## src/rtl/dmem_port_ctrl_pkg.sv

```systemverilog
// lc3b_types: word and write-mask types shared by the data-memory port.
// Also holds the byte sign-extension helper used on load lanes.
package lc3b_types;

   typedef logic [15:0] lc3b_word;
   typedef logic [1:0]  lc3b_mem_wmask;

   localparam lc3b_word WORD_MASK = 16'hFFFE;

   function automatic lc3b_word sext8(input logic [7:0] b);
      return {{8{b[7]}}, b};
   endfunction

endpackage

```

## src/rtl/dmem_port_ctrl_byte_lane.sv

```systemverilog
// dmem_byte_lane: load lane select/sign-extend and store lane
// replicate/enable for LDB/STB; word accesses pass straight through.
module dmem_byte_lane
   import lc3b_types::*;
(
   input  logic          byte_sel,
   input  logic          store,
   input  logic          lane,
   input  lc3b_word      rdata,
   input  lc3b_word      wdata,
   output lc3b_word      load_data,
   output lc3b_word      store_data,
   output lc3b_mem_wmask wmask
);

   always_comb begin
      load_data  = rdata;
      store_data = wdata;
      wmask      = 2'b11;
      if (byte_sel) begin
         load_data = sext8(lane ? rdata[15:8] : rdata[7:0]);
         if (store) begin
            store_data = {wdata[7:0], wdata[7:0]};
            wmask      = lane ? 2'b10 : 2'b01;
         end
      end
   end

endmodule

```

## src/rtl/dmem_port_ctrl.sv

```systemverilog
// dmem_port_ctrl: MEM-stage data-memory sequencer (LDR/STR, LDB/STB, LDI/STI).
// Optional per-access response timeout enabled by `define DMEM_TIMEOUT_EN.
module dmem_port_ctrl
   import lc3b_types::*;
#(
   parameter int unsigned TIMEOUT_CYCLES = 255
)
(
   input  logic          clk,
   input  logic          reset,
   input  logic          req_read,
   input  logic          req_write,
   input  logic          req_indirect,
   input  logic          req_byte,
   input  lc3b_word      addr,
   input  lc3b_word      wdata,
   input  lc3b_word      dmem_rdata,
   input  logic          dmem_resp,
   output lc3b_word      dmem_addr,
   output logic          dmem_read,
   output logic          dmem_write,
   output lc3b_word      dmem_wdata,
   output lc3b_mem_wmask dmem_byte_enable,
   output lc3b_word      mdr,
   output logic          done,
   output logic          stall,
   output logic          err
);

   localparam logic [1:0] ST_IDLE   = 2'd0;
   localparam logic [1:0] ST_IND_RD = 2'd1;
   localparam logic [1:0] ST_ACCESS = 2'd2;
   localparam logic [1:0] ST_DONE   = 2'd3;

   logic [1:0] state_q, state_d;
   logic       write_q, write_d;
   logic       byte_q, byte_d;
   lc3b_word   addr_q, addr_d;
   lc3b_word   wdata_q, wdata_d;
   lc3b_word   mdr_q, mdr_d;
   logic       err_q, err_d;

   lc3b_word      lane_rdata;
   lc3b_word      lane_wdata;
   lc3b_mem_wmask lane_mask;
   logic          expired;

   dmem_byte_lane u_lane (
      .byte_sel   (byte_q & (state_q == ST_ACCESS)),
      .store      (write_q),
      .lane       (addr_q[0]),
      .rdata      (dmem_rdata),
      .wdata      (wdata_q),
      .load_data  (lane_rdata),
      .store_data (lane_wdata),
      .wmask      (lane_mask)
   );

`ifdef DMEM_TIMEOUT_EN
   localparam int unsigned CNT_W = $clog2(TIMEOUT_CYCLES + 1);

   logic [CNT_W-1:0] cnt_q, cnt_d;

   assign expired = (cnt_q == CNT_W'(TIMEOUT_CYCLES - 1));

   always_comb begin
      cnt_d = cnt_q + 1'b1;
      if ((state_q == ST_IDLE) || (state_q == ST_DONE) || dmem_resp)
         cnt_d = '0;
   end

   always_ff @(posedge clk or posedge reset) begin
      if (reset) cnt_q <= '0;
      else       cnt_q <= cnt_d;
   end
`else
   assign expired = 1'b0;
`endif

   always_comb begin
      state_d          = state_q;
      write_d          = write_q;
      byte_d           = byte_q;
      addr_d           = addr_q;
      wdata_d          = wdata_q;
      mdr_d            = mdr_q;
      err_d            = 1'b0;
      dmem_read        = 1'b0;
      dmem_write       = 1'b0;
      dmem_addr        = '0;
      dmem_wdata       = '0;
      dmem_byte_enable = '0;
      done             = 1'b0;
      stall            = 1'b0;
      err              = 1'b0;

      unique case (state_q)
         ST_IDLE: begin
            if (req_read | req_write) begin
               stall   = ~reset;
               write_d = req_write;
               byte_d  = req_byte;
               addr_d  = addr;
               wdata_d = wdata;
               state_d = req_indirect ? ST_IND_RD : ST_ACCESS;
            end
         end

         ST_IND_RD: begin
            stall            = 1'b1;
            dmem_read        = 1'b1;
            dmem_addr        = addr_q & WORD_MASK;
            dmem_wdata       = lane_wdata;
            dmem_byte_enable = lane_mask;
            if (dmem_resp) begin
               addr_d  = dmem_rdata;
               state_d = ST_ACCESS;
            end else if (expired) begin
               err_d   = 1'b1;
               mdr_d   = '0;
               state_d = ST_DONE;
            end
         end

         ST_ACCESS: begin
            stall            = 1'b1;
            dmem_read        = ~write_q;
            dmem_write       = write_q;
            dmem_addr        = byte_q ? addr_q : (addr_q & WORD_MASK);
            dmem_wdata       = lane_wdata;
            dmem_byte_enable = lane_mask;
            if (dmem_resp) begin
               if (!write_q) mdr_d = lane_rdata;
               state_d = ST_DONE;
            end else if (expired) begin
               err_d   = 1'b1;
               mdr_d   = '0;
               state_d = ST_DONE;
            end
         end

         ST_DONE: begin
            done    = 1'b1;
            err     = err_q;
            state_d = ST_IDLE;
         end

         default: state_d = ST_IDLE;
      endcase
   end

   assign mdr = mdr_q;

   always_ff @(posedge clk or posedge reset) begin
      if (reset) begin
         state_q <= ST_IDLE;
         write_q <= 1'b0;
         byte_q  <= 1'b0;
         addr_q  <= '0;
         wdata_q <= '0;
         mdr_q   <= '0;
         err_q   <= 1'b0;
      end else begin
         state_q <= state_d;
         write_q <= write_d;
         byte_q  <= byte_d;
         addr_q  <= addr_d;
         wdata_q <= wdata_d;
         mdr_q   <= mdr_d;
         err_q   <= err_d;
      end
   end

endmodule
```

## config.mk

```make
export PLATFORM = sky130hd
export DESIGN_NAME = dmem_port_ctrl
export DESIGN_NICKNAME = d
export VERILOG_FILES = /design/src/rtl/dmem_port_ctrl_pkg.sv /design/src/rtl/dmem_port_ctrl_byte_lane.sv /design/src/rtl/dmem_port_ctrl.sv
export SDC_FILE = /design/constraint.sdc
export NUM_CORES = 1
export LEC_CHECK = 0
export BUFFER_PORTS_ARGS = -buffer_cell sky130_fd_sc_hd__buf_2
export CAP_MARGIN = 20
export CORE_MARGIN = 1
export CORE_UTILIZATION = 48
export DETAILED_ROUTE_END_ITERATION = 16
export PLACE_DENSITY = 0.79
export SLEW_MARGIN = 20
export SYNTH_ARGS = -nofsm -noshare
export SYNTH_HDL_FRONTEND = slang
export SYNTH_SLANG_ARGS = --single-unit
```

## constraint.sdc

```tcl
create_clock -name clk -period 2.75 [get_ports clk]
set_input_delay 0.825 -clock clk [delete_from_list [all_inputs] [get_ports clk]]
set_output_delay 0.825 -clock clk [all_outputs]
set_load 0.01 [all_outputs]
```

==> results.yml <==
outcome:
  status: "finished, final reports clean"
synthesis:
  yosysWarningCount: 0
  ys_types: 25
  synth-adder-area-share_pct: 2.74
  synth_mux_area_share_pct: 24.8
  ys_seq_area_share_pct: 47.5
  syn_inst: 255
  synth_top_family_by_area: "multiplexers"
  synth_edf_count: 0
  synth_simple_gate_area_share_pct: 15.2
  synth_seq_cells: 52
  syn_area_per_cell_um2: 10.8
  synth_fp_nets: 316
  synth-xor-area-share_pct: 0
  async_reset_ff_share_pct: 100
  synth_area_um2: 2740
  synth-compound-area-share_pct: 5.61
  yosys_most_used_dff: "dfrtp_1"
sta:
  post-route-min-period_ns: 2.66
  slew_headroom_pct: 56.5
  rsz0062_at_grt: "true"
  tns_ns: 0
  max_freq_ghz: 0.376
  finalMaxSlewViolations: 0
  whs_ns: 0.502
  fin_crit_sh_pct: 96.7
  setup_viol_count_final: 0
  hold_viol_final: 0
  worstMarginPinSlew_ns: 0.652
  clock_skew_ns: 0.00280
global_routing:
  grt_pass1_vias: 2204
  grtUsageTotal_pct: 22.7
  grt_start_max_net_pins: 53
  grt_antenna_before_repair: 0
  grt_overflow: 0
  grt_first_pass_wirelength_um: 10500
finish:
  layout.nets: 424
  area_delta_synth_final_pct: 27.0
  drive_gt1_share_pct: 48.5
  fin_util_pct: 63.2
  num_antenna_cells: 0
detailed_routing:
  drc: 0
  dr.pass1.iters: 4
  drt_iter0_markers: 161
  ant_nets: 0
  wirelength_um: 6470
  vias: 2270
  vias_per_cell: 5.22
  wl_per_cell_um: 14.9
placement:
  gp_congestion: 0.807
  port_buffers: 108
  place_hpwl_um: 4900
power_and_ir_drop:
  power_frac_clock_pct: 13.2
  seq_power_share_pct: 31.2
  p_switching_w: 0.00178
  intPower_w: 0.00273
  power.density_nw_per_um2: 1300
  share_comb_of_total_power_pct: 55.6
  p_leak_nw: 1.78
  sw_frac_of_total_pct: 39.5
  vdd_ir_drop_max_mv: 0.715
clock_tree:
  clk_latency_ns: 0.29
  tritoncts: "yes"
  htreeDepth: 2
  clock_path_buffers: 2
  clk_pin_slew_worst_paths_ns: 0.09
  cts_sinks: 52
  cts_made_buffers: 5
  root_buffer: "clkbuf_8"
worst_setup_path:
  worst_ep_required_time_ns: 1.93
  path_delay_family: "buffers and inverters"
  end_kind: "output port"
  crit_top_cell: "nor2_1"
  start_kind: "register"
  crit_chain: "inv_1 -> ha_1 -> nor2_1 -> nor2_1 -> buf_4 -> and2_1 -> buf_2"
  crit_buf_inv: 3
  slowest_stage: "dfrtp_1"
  cpPeakStageDelay_ns: 0.44
  ff2ff_setup_slack_ns: 0.81
  worstSetupPathType: "reg2out"
  cp_max_fo: 14
  cp.arrival_ns: 1.83
run:
  drv_cap: 0
die:
  coreArea_um2: 5510
  die_width_um: 77.6
  row_count: 27
  io_pins: 110
  design.die.area_um2: 6020
  die_y_um: 77.6
  start_util_pct: 49.8
hold_path:
  hp-class: "reg2reg"
-- sequential cells by signal (all words and copies together), names as in the netlist --
name	cells
addr_q	16
byte_q	1
mdr	16
state_q	2
wdata_q	16
write_q	1
-- power by group through the flow --
| stage | Combinational [W] | Clock, W | Sequential, W |
|---|---|---|---|
| global route | 0.00276 | 0.000641 | 0.00146 |
| detailed placement | 0.00251 | 0 | 0.00142 |
| finish | 0.00251 | 0.000598 | 0.00141 |
| floorplan | 0.00166 | 0 | 0.00140 |
| global placement | 0.00244 | 0 | 0.00139 |
| CTS | 0.00253 | 0.000608 | 0.00141 |
-- final timing paths --
check,startpoint,endpoint,cells after the start
worst max register to register,state_q[1],addr_q[9],5
worst min register to register,addr_q[12],addr_q[12],1
worst max-delay path,state_q[1],dmem_addr[3],7
max in group asynchronous,reset,mdr[14],3
worst min-delay path,addr_q[12],addr_q[12],1
min in group asynchronous,reset,write_q,3
-- synthesized netlist by cell type, drive strengths merged, types with 2 or more instances --
master | instances | share of area [%]
ha | 6 | 2.7
clkbuf | 5 | 0.68
a31oi | 18 | 4.1
dfrtp | 52 | 47
and2 | 23 | 5.2
buf | 10 | 2.6
nor2 | 30 | 4.1
mux2 | 48 | 20
mux2i | 14 | 5.1
inv | 6 | 0.82
nand2 | 29 | 4.0
a21oi | 2 | 0.50
o21ai | 3 | 0.68
nand3 | 3 | 0.73
-- kinds of logic (layout without fill, tap and decap cells) --
| kind of cell | count (synthesis) | after routing |
|---|---|---|
| flip-flops | 52 | 52 |
| AND/OR/NAND/NOR | 89 | 89 |
| other | 1 | 1 |
| adder cells (fa/ha/maj) | 6 | 6 |
| multiplexers | 62 | 62 |
| buffers and inverters | 21 | 129 |
| AO/OA/AOI/OAI | 24 | 24 |
-- placed cells by master, fill, tap and decap left out, types with 2 or more instances in the layout --
cell / Yosys / final
dfrtp_1: 52 / 52
o21ai_0: 2 / 2
buf_2: 5 / 108
clkbuf_8: 0 / 5
and2_1: 23 / 23
bufinv_16: 0 / 2
inv_1: 6 / 5
mux2_2: 48 / 48
mux2i_1: 14 / 14
nor2_1: 30 / 30
nand3_1: 2 / 2
nand2_1: 29 / 29
buf_4: 3 / 8
ha_1: 6 / 5
a31oi_1: 18 / 18
-- cell type report --
cell class | count | area (um2)
inverters | 6 | 22.5
fillers | 476 | 2020
repair buffers | 116 | 601
clock buffers | 5 | 68.8
multi-input cells | 182 | 1340
clock inverters | 2 | 60.1
well taps | 72 | 90.1
flip-flops and latches | 52 | 1300
-- timing repair --
action	CTS	global route
hold endpoints to repair	0	0
hold buffers	0	0
buffers inserted	0	0
setup endpoints to repair	3	22
gates resized for setup	1	1
-- per-layer routing --
layer	global-route usage [%]	vias to the layer above	wire (um)
met5	0	-	0
met4	8.87	0	144
met3	4.12	15	330
met2	37.3	73	3120
met1	29.6	1101	2870
li1	-	1081	-
-- per-stage QoR --
step	cell area (um2)	total power [W]	std cells	setup WS, ns
6_report	3480	0.00452	435	0.0907
5_1_grt	3480	0.00486	435	-0.0194
4_1_cts	3480	0.00454	435	0.0857
3_5_place_dp	3340	0.00393	428	0.336
3_3_place_gp	3340	0.00383	428	0.389
2_1_floorplan	2740	0.00306	255	0.312
Power figures use the tool's default switching activity.
